### src/rtl/fft_pkg.sv
// Shared widths, pipeline types and helper functions for the FFT spectral-peak detector.
package fft_pkg;

  localparam int DEF_BIT_WIDTH = 16;
  localparam int DEF_N         = 9;
  localparam int DEF_FS        = 48000;
  localparam int DEF_KMIN      = 1;
  localparam int DEF_KMAX      = 255;
  localparam int DEF_FREQ_W    = DEF_BIT_WIDTH + 1;

  localparam int FFT_SIZE = 2 ** DEF_N;
  localparam int MAG_W    = 2 * DEF_BIT_WIDTH;

  typedef logic [DEF_N-1:0] bin_idx_t;
  typedef logic [MAG_W-1:0] mag_t;

  // Running maximum; 'any' marks that at least one in-window bin has been seen.
  typedef struct packed {
    mag_t     mag;
    bin_idx_t bin;
    logic     any;
  } peak_t;

  // Travels alongside each bin through the magnitude stage.
  typedef struct packed {
    bin_idx_t idx;
    logic     last;
  } tag_t;

  // Bin index to Hz: bin * fs / FFT_SIZE, truncated (constant multiply + shift).
  function automatic logic [DEF_FREQ_W-1:0] bin_to_hz(input bin_idx_t bin, input int unsigned fs);
    logic [DEF_N+31:0] prod;
    prod = {32'b0, bin} * {{DEF_N{1'b0}}, fs};
    return DEF_FREQ_W'(prod >> DEF_N);
  endfunction

  function automatic logic in_window(input bin_idx_t idx, input int unsigned kmin,
                                     input int unsigned kmax);
    return (32'(idx) >= kmin) && (32'(idx) <= kmax);
  endfunction

endpackage

### src/rtl/fft_peak_detect_if.sv
// Bin stream in, per-frame peak report out, between the FFT core and the note decoder.
interface fft_peak_detect_if import fft_pkg::*; #(
  parameter int BIT_WIDTH = DEF_BIT_WIDTH,
  parameter int N         = DEF_N,
  parameter int FREQ_W    = DEF_FREQ_W
);

  // Handshake: bin_valid qualifies bin_data/frame_start with no ready (every valid bin is
  // accepted); peak_valid is a one-cycle pulse and the peak_* / frequency values hold after it.
  logic                   bin_valid;
  logic [2*BIT_WIDTH-1:0] bin_data;
  logic                   frame_start;
  logic [2*BIT_WIDTH-1:0] mag_thresh;

  logic                   peak_valid;
  logic                   peak_found;
  logic [N-1:0]           peak_bin;
  logic [2*BIT_WIDTH-1:0] peak_mag;
  logic [FREQ_W-1:0]      frequency;

  modport master (
    output bin_valid, bin_data, frame_start, mag_thresh,
    input  peak_valid, peak_found, peak_bin, peak_mag, frequency
  );

  modport slave (
    input  bin_valid, bin_data, frame_start, mag_thresh,
    output peak_valid, peak_found, peak_bin, peak_mag, frequency
  );

endinterface

### src/rtl/mag_sq.sv
// One-cycle registered full-precision squared magnitude re^2 + im^2 with tag passthrough.
module mag_sq import fft_pkg::*; #(
  parameter int BIT_WIDTH = DEF_BIT_WIDTH
) (
  input  logic                          clk,
  input  logic                          reset,
  input  logic                          in_valid,
  input  logic signed [BIT_WIDTH-1:0]   re,
  input  logic signed [BIT_WIDTH-1:0]   im,
  input  tag_t                          in_tag,
  output logic                          out_valid,
  output logic        [2*BIT_WIDTH-1:0] out_mag,
  output tag_t                          out_tag
);

  logic signed [2*BIT_WIDTH-1:0] re_ext;
  logic signed [2*BIT_WIDTH-1:0] im_ext;
  logic signed [2*BIT_WIDTH-1:0] re_sq;
  logic signed [2*BIT_WIDTH-1:0] im_sq;

  // Each square is at most 2^(2BW-2), so the unsigned sum cannot overflow 2*BW bits.
  assign re_ext = {{BIT_WIDTH{re[BIT_WIDTH-1]}}, re};
  assign im_ext = {{BIT_WIDTH{im[BIT_WIDTH-1]}}, im};
  assign re_sq  = re_ext * re_ext;
  assign im_sq  = im_ext * im_ext;

  always_ff @(posedge clk or posedge reset) begin
    if (reset) begin
      out_valid <= 1'b0;
      out_mag   <= '0;
      out_tag   <= '0;
    end else begin
      out_valid <= in_valid;
      if (in_valid) begin
        out_mag <= $unsigned(re_sq) + $unsigned(im_sq);
        out_tag <= in_tag;
      end
    end
  end

endmodule

### src/rtl/fft_peak_detect.sv
// Streaming spectral-peak detector: input register, squared magnitude, windowed max tracker
// and per-frame thresholded report. Widths follow fft_pkg; parameters must match its defaults.
module fft_peak_detect import fft_pkg::*; #(
  parameter int BIT_WIDTH = DEF_BIT_WIDTH,
  parameter int N         = DEF_N,
  parameter int FS        = DEF_FS,
  parameter int KMIN      = DEF_KMIN,
  parameter int KMAX      = DEF_KMAX,
  parameter int FREQ_W    = DEF_FREQ_W
) (
  input  logic                clk,
  input  logic                reset,
  fft_peak_detect_if.slave    bus
);

  // ---------------- stage 0: index counter and input register ----------------
  logic [N-1:0]                k;
  bin_idx_t                    cur_idx;
  logic                        s0_valid;
  logic signed [BIT_WIDTH-1:0] s0_re;
  logic signed [BIT_WIDTH-1:0] s0_im;
  tag_t                        s0_tag;

  assign cur_idx = bus.frame_start ? '0 : k;

  always_ff @(posedge clk or posedge reset) begin
    if (reset) begin
      k        <= '0;
      s0_valid <= 1'b0;
      s0_re    <= '0;
      s0_im    <= '0;
      s0_tag   <= '0;
    end else begin
      s0_valid <= bus.bin_valid;
      if (bus.bin_valid) begin
        k        <= cur_idx + 1'b1;
        s0_re    <= bus.bin_data[2*BIT_WIDTH-1:BIT_WIDTH];
        s0_im    <= bus.bin_data[BIT_WIDTH-1:0];
        s0_tag   <= '{idx: cur_idx, last: (cur_idx == bin_idx_t'(FFT_SIZE - 1))};
      end
    end
  end

  // ---------------- stage 1: squared magnitude ----------------
  logic                   s1_valid;
  logic [2*BIT_WIDTH-1:0] s1_mag;
  tag_t                   s1_tag;

  mag_sq #(.BIT_WIDTH(BIT_WIDTH)) u_mag_sq (
    .clk       (clk),
    .reset     (reset),
    .in_valid  (s0_valid),
    .re        (s0_re),
    .im        (s0_im),
    .in_tag    (s0_tag),
    .out_valid (s1_valid),
    .out_mag   (s1_mag),
    .out_tag   (s1_tag)
  );

  // ---------------- stage 2: tracker and frame-end report ----------------
  peak_t                  run_max;
  peak_t                  cand;
  logic                   found_d;
  logic [DEF_FREQ_W-1:0]  freq_d;

  // Bin 0 starts from an empty max, so the last bin of one frame and bin 0 of the next
  // can sit in consecutive cycles without sharing state.
  always_comb begin
    cand = (s1_tag.idx == '0) ? '0 : run_max;
    if (in_window(s1_tag.idx, KMIN, KMAX) && (!cand.any || (s1_mag > cand.mag))) begin
      cand = '{mag: s1_mag, bin: s1_tag.idx, any: 1'b1};
    end
    found_d = (cand.mag >= bus.mag_thresh);
  end

  assign freq_d = bin_to_hz(cand.bin, FS);

  logic                   peak_valid_r;
  logic                   peak_found_r;
  logic [N-1:0]           peak_bin_r;
  logic [2*BIT_WIDTH-1:0] peak_mag_r;
  logic [FREQ_W-1:0]      freq_r;

  always_ff @(posedge clk or posedge reset) begin
    if (reset) begin
      run_max      <= '0;
      peak_valid_r <= 1'b0;
      peak_found_r <= 1'b0;
      peak_bin_r   <= '0;
      peak_mag_r   <= '0;
      freq_r       <= '0;
    end else begin
      peak_valid_r <= 1'b0;
      if (s1_valid) begin
        run_max <= cand;
        if (s1_tag.last) begin
          peak_valid_r <= 1'b1;
          peak_found_r <= found_d;
          peak_bin_r   <= found_d ? cand.bin : '0;
          peak_mag_r   <= found_d ? cand.mag : '0;
          freq_r       <= found_d ? freq_d   : '0;
        end
      end
    end
  end

  assign bus.peak_valid = peak_valid_r;
  assign bus.peak_found = peak_found_r;
  assign bus.peak_bin   = peak_bin_r;
  assign bus.peak_mag   = peak_mag_r;
  assign bus.frequency  = freq_r;

endmodule

### src/flat_wrapper.sv
// flat-port wrapper written by rule: the top's interface ports become plain ports
module fft_peak_detect_flat import fft_pkg::*;
#(
  parameter int BIT_WIDTH = DEF_BIT_WIDTH,
  parameter int N         = DEF_N,
  parameter int FS        = DEF_FS,
  parameter int KMIN      = DEF_KMIN,
  parameter int KMAX      = DEF_KMAX,
  parameter int FREQ_W    = DEF_FREQ_W
)
  (clk, reset, bus_bin_valid, bus_bin_data, bus_frame_start, bus_mag_thresh, bus_peak_valid, bus_peak_found, bus_peak_bin, bus_peak_mag, bus_frequency);
  fft_peak_detect_if #(.BIT_WIDTH(BIT_WIDTH), .N(N), .FREQ_W(FREQ_W)) bus_i ();
  input  logic clk;
  input  logic reset;
  input wire logic [$bits(bus_i.bin_valid)-1:0] bus_bin_valid;
  input wire logic [$bits(bus_i.bin_data)-1:0] bus_bin_data;
  input wire logic [$bits(bus_i.frame_start)-1:0] bus_frame_start;
  input wire logic [$bits(bus_i.mag_thresh)-1:0] bus_mag_thresh;
  output wire logic [$bits(bus_i.peak_valid)-1:0] bus_peak_valid;
  output wire logic [$bits(bus_i.peak_found)-1:0] bus_peak_found;
  output wire logic [$bits(bus_i.peak_bin)-1:0] bus_peak_bin;
  output wire logic [$bits(bus_i.peak_mag)-1:0] bus_peak_mag;
  output wire logic [$bits(bus_i.frequency)-1:0] bus_frequency;
  assign bus_i.bin_valid = bus_bin_valid;
  assign bus_i.bin_data = bus_bin_data;
  assign bus_i.frame_start = bus_frame_start;
  assign bus_i.mag_thresh = bus_mag_thresh;
  assign bus_peak_valid = bus_i.peak_valid;
  assign bus_peak_found = bus_i.peak_found;
  assign bus_peak_bin = bus_i.peak_bin;
  assign bus_peak_mag = bus_i.peak_mag;
  assign bus_frequency = bus_i.frequency;
  fft_peak_detect #(.BIT_WIDTH(BIT_WIDTH), .N(N), .FS(FS), .KMIN(KMIN), .KMAX(KMAX), .FREQ_W(FREQ_W)) u_core (.clk(clk), .reset(reset), .bus(bus_i));
endmodule
### config.mk
export PLATFORM = sky130hd
export DESIGN_NAME = fft_peak_detect_flat
export DESIGN_NICKNAME = d
export VERILOG_FILES = /design/src/rtl/fft_pkg.sv /design/src/rtl/fft_peak_detect_if.sv /design/src/rtl/mag_sq.sv /design/src/rtl/fft_peak_detect.sv /design/src/flat_wrapper.sv
export SDC_FILE = /design/constraint.sdc
export NUM_CORES = 2
export LEC_CHECK = 0
export BUFFER_PORTS_ARGS = -buffer_cell sky130_fd_sc_hd__buf_2
export CAP_MARGIN = 20
export CORE_UTILIZATION = 60
export DETAILED_ROUTE_END_ITERATION = 8
export GPL_TIMING_DRIVEN = 1
export PLACE_DENSITY_LB_ADDON = 0.05
export REMOVE_ABC_BUFFERS = 1
export SETUP_SLACK_MARGIN = 0.2
export SYNTH_ARGS = -nofsm -noshare
export SYNTH_HDL_FRONTEND = slang
export SYNTH_SLANG_ARGS = --single-unit
### constraint.sdc
create_clock -name clk -period 10.2 [get_ports clk]
set_clock_uncertainty 0.15 [all_clocks]
set_input_delay 0.51 -clock clk [delete_from_list [all_inputs] [get_ports clk]]
set_output_delay 0.51 -clock clk [all_outputs]
set_load 0.05 [all_outputs]
Word-level counts from Yosys, hierarchy flattened
Index checks and enable logic that the tools add are counted.

Output and inout port bits: 60. Bits in registers: 197. Word-level logic and storage cells: 42.

Reductions and logical operators: 6. Order comparisons: 4. Mux-type cells: 8. $mul: 3. Add/sub/neg operators: 2. Equality and inequality tests: 1.

Operators with widths (count): $mux W42 (2); $mul A16 B16 Y32 (2); $add A32 B32 Y32 (1); $ge A32 B32 Y1 (1); $gt A32 B32 Y1 (1); $mux W32 (1); $mul A9 B9 Y18 const B (1); $mux W9 (2); $mux W16 (1); $add A9 B1 Y9 const B (1); $eq A9 B9 Y1 const B (1); $ge A9 B1 Y1 const B (1); $le A9 B8 Y1 const B (1); $logic_not A9 Y1 (1); $logic_and A1 B1 Y1 (2); $mux W1 (2); $reduce_and A2 Y1 (1); $logic_not A1 Y1 (1); $logic_or A1 B1 Y1 (1).

Longest topological paths before layout
Word-level depth: 8. Mapped depth: 33. Depth with buffers taken out: 30.

By module
A second synthesis with hierarchy kept.

Cell total of the unflattened synthesis: 2840. Area, all modules: 28832.7 um^2.

By module, submodules not included: mag_sq (instances 1, area each 19103.3 um^2, seq. area each 1076.0 um^2, cells an instance 1922); fft_peak_detect (instances 1, area each 9729.3 um^2, seq. area each 3828.7 um^2, cells an instance 918).

Worst setup path before layout
Ideal clock, no wire load.

Path type: register to register. From: register u_core.u_mag_sq.out_tag[4] (netlist bit). To: register u_core.freq_r[15], in the netlist u_core.bus.frequency[15]. Data arrival time: 7723 ps. Setup time: 110 ps. Stages on the path, launching flop included: 32. Slack: 2217 ps. Clock period less this slack: 7983 ps. Path through: dfrtp_1 nor4_1 nand2_1 or2_1 clkbuf_1 buf_2 nand2_1 ha_1 a211oi_2 o211ai_1 o221ai_1 o211ai_1 nor4_4 clkbuf_1 nor2_1 a2bb2oi_1 inv_1 fa_1 inv_1 fa_1 fa_1 fa_1 inv_1 ha_1 o21ai_0 o21ai_0 a31oi_1 nor2b_1 o21a_1 o41ai_2 nor3_1 o41ai_1.

RTL lines: from (decl) (RTL line mag_sq.sv:13) `output tag_t out_tag`; from (signal assigned) (RTL line mag_sq.sv:36) `out_tag <= in_tag;`; to (signal assigned) (RTL line fft_peak_detect.sv:102) `freq_r <= found_d ? freq_d : '0;`; to (decl) (RTL line fft_peak_detect.sv:83) `logic [FREQ_W-1:0] freq_r;`.

==> out/qor.yml <==
final_layout:
  regArea_mm2: 0.00491
  synthToLayoutAreaGrowth_pct: 6.21
  num_antenna_cells: 0
  drive_above_1_share: 0.0868
  multiInputGateArea_mm2: 0.0207
  fill_cells: 3996
  final_cell_area_mm2: 0.0307
  fin_nets: 3863
timing:
  hold_slack_ns: -0.0389
  fin_tns_setup_ns: 0
  rsz0062_at_grt: "false"
  worst_slew_pin_slew_ns: 0.891
  relSlewSlack: 0.406
  period_share: 0.898
  slew_viol_final: 0
  min_period_ns: 9.16
  hold_violations: 6
  max_freq_mhz: 109
  setup_viol: 0
  setup_ws_ns: 1.04
drt:
  viasPerCell: 5.37
  routed_wl_um: 63000
  post-route-drc-count: 0
  postRouteAntennaNets: 0
  dr.pass1.iters: 8
  wl_per_cell_um: 17.4
  vias: 19400
  drtIter0Drc: 1114
clock_tree:
  cts_setup_buffers: 0
  clock-root-buffer: "clkbuf_16"
  cts_repair_resize_count: 0
  numCtsBuffers: 17
  cts_max_level: 4
  clock_latency_ns: 0.49
  clkTransAtPathRegs_ns: 0.09
  cts_tree: "built"
  cts_hold_buf: 0
  cts_max_path_buffers: 2
  clock-sinks: 196
yosys:
  synth_seq_area_share: 0.170
  synth_top_area_frac: 0.385
  syn_inst: 2907
  yosysTopAreaCell: "fa_1"
  synth_edf_count: 0
  ys_seq_elements: 196
  ys_warn_count: 0
  ys_types: 66
  synth_area_leaders: "fa_1, dfrtp_1, ha_1"
  synthFlopType: "dfrtp_1"
  syn_area_per_cell_um2: 9.93
  async_flop_share: 1.00
  syn_area_mm2: 0.0289
global_routing:
  grtUsageTotal: 0.279
  grt_antenna_before_repair: 0
  grt_pass1_wl_um: 108000
  grt_pass1_vias: 21300
  grt_max_degree: 115
  gr-total-overflow: 0
critical_path:
  worstPathRequired_ns: 10.42
  ff2ff_setup_slack_ns: 1.04
  start_kind: "flop"
  max_stage_delay_ns: 0.75
  r2r-start: "u_core.u_mag_sq.out_tag[8]$_DFFE_PP0P_"
  crit_fanout: 33
  crit_arrival_ns: 9.37
  crit_top_cell: "fa_1"
  cp_slowest_cell: "nor4_4"
  r2r-end: "u_core.bus.frequency[15]$_DFFE_PP0P_"
  crit_path_end_kind: "flop"
  reg2reg_depth: 29
  critical_path_class: "reg -> reg"
floorplanning:
  io_pins: 128
  die_y_um: 221
  coreArea_mm2: 0.0476
  start_util: 0.606
  die_w_um: 221
  rows: 80
  die_area_mm2: 0.0490
outcome:
  status: "finished, violations left"
  violations: "hold timing"
placement:
  port_buffers: 126
  dp_slack_ns: 0.941
  gp_congestion: 0.950
  dp_hpwl_um: 53300
  placed_cell_area_mm2: 0.0300
worst_hold_path:
  hp-class: "in -> async"
flow_run:
  maxCapViolCount: 0
## cells by family (layout without fill, tap and decap cells)
group / after synthesis / after routing / synth area share
DFF: 196 / 196 / 0.170
buffers and inverters: 868 / 954 / 0.114
adders and majority gates: 814 / 814 / 0.497
other: 1 / 2 / 0.000130
muxes: 94 / 94 / 0.0351
and+or+nand+nor: 558 / 558 / 0.0925
AOI/OAI and AO/OA: 314 / 314 / 0.0719
xor gates and xnor gates: 62 / 62 / 0.0188
## critical path, delay by kind of cell (launching register included)
kind	cells	cell delay (ns)
AO/OA/AOI/OAI	11	2.74
adder cells (fa/ha/maj)	6	2.61
buffers and inverters	4	0.63
flip-flops	1	0.42
AND/OR/NAND/NOR	8	2.46
## worst max path at each step
stage,start,end,cells past startpoint
floorplan,u_core.u_mag_sq.out_tag[4]$_DFFE_PP0P_,u_core.bus.frequency[15]$_DFFE_PP0P_,28
global placement,u_core.u_mag_sq.out_tag[8]$_DFFE_PP0P_,u_core.bus.frequency[15]$_DFFE_PP0P_,28
detailed placement,u_core.u_mag_sq.out_tag[8]$_DFFE_PP0P_,u_core.bus.frequency[15]$_DFFE_PP0P_,28
CTS,u_core.u_mag_sq.out_tag[8]$_DFFE_PP0P_,u_core.bus.frequency[15]$_DFFE_PP0P_,28
global route,u_core.u_mag_sq.out_tag[8]$_DFFE_PP0P_,u_core.bus.frequency[15]$_DFFE_PP0P_,29
finish,u_core.u_mag_sq.out_tag[8]$_DFFE_PP0P_,u_core.bus.frequency[15]$_DFFE_PP0P_,29
## cells in the mapped netlist, types with 3 or more instances
| library cell | count |
|---|---|
| nand2b_1 | 19 |
| nand4_1 | 12 |
| a31oi_1 | 7 |
| inv_1 | 775 |
| a31o_2 | 7 |
| buf_4 | 4 |
| o21bai_1 | 5 |
| nor3_1 | 13 |
| ha_1 | 258 |
| o21a_1 | 10 |
| buf_6 | 3 |
| mux2i_1 | 35 |
| a21o_1 | 13 |
| nor2_1 | 58 |
| mux2_2 | 59 |
| o211ai_1 | 10 |
| buf_2 | 8 |
| a211o_1 | 4 |
| and2_1 | 111 |
| a21oi_1 | 61 |
| and3_1 | 6 |
| nand2_1 | 272 |
| or2_2 | 4 |
| o22ai_1 | 7 |
| dfrtp_1 | 196 |
| o21ai_0 | 107 |
| a32o_1 | 7 |
| nor4_1 | 4 |
| xor2_1 | 19 |
| nand3_1 | 16 |
| o31ai_1 | 6 |
| nor2b_1 | 26 |
| a211oi_1 | 9 |
| nand3b_1 | 4 |
| a22o_1 | 40 |
| fa_1 | 556 |
| clkinv_1 | 3 |
| clkbuf_1 | 74 |
| xnor2_1 | 43 |
## placed cells by master, fill, tap and decap left out, types with 58 or more instances in the layout
cell type,count
nand2_1,271
dfrtp_1,195
ha_1,258
buf_2,126
mux2_2,59
a21oi_1,61
nor2_1,58
inv_1,774
o21ai_0,107
fa_1,556
and2_1,111
## layout make-up
type                            instances  share of cell area
Inverter                              778              0.0955
Tap cell                              615              0.0251
Sequential cell                       196               0.160
Timing Repair Buffer                  144              0.0263
Clock buffer                           18              0.0140
Clock inverter                         14             0.00465
Multi-Input combinational cell       1844               0.675
## per-layer routing
layer	GRT usage	wire [µm]	up-vias
met2	0.469	30700	481
met4	0.0684	1350	0
met3	0.0434	2980	89
met1	0.382	27900	9826
met5	0	0	-
li1	-	-	8981
## flip-flops by register name (all words and copies together) (netlist names)
register                   count
u_core.s0_tag                 10
u_core.u_mag_sq.out_valid      1
u_core.s0_im                  16
u_core.run_max                42
u_core.bus.peak_valid          1
u_core.bus.peak_found          1
u_core.u_mag_sq.out_mag       32
u_core.u_mag_sq.out_tag       10
u_core.bus.peak_mag           32
u_core.bus.frequency          16
u_core.s0_valid                1
u_core.bus.peak_bin            9
u_core.k                       9
u_core.s0_re                  16
## stage by stage
step | std cells | hold slack [ns] | utilization
after floorplan | 2818 | 0.303 | -
after global placement | 3575 | 0.304 | 0.631
after detailed placement | 3575 | 0.310 | 0.631
after CTS | 3607 | 0.0267 | 0.643
after global routing | 3609 | 0.0244 | 0.644
final | 3609 | -0.0389 | 0.644
Power is not shown: default switching activity piles up to over one toggle a cycle in this logic, so the estimate is an artifact.
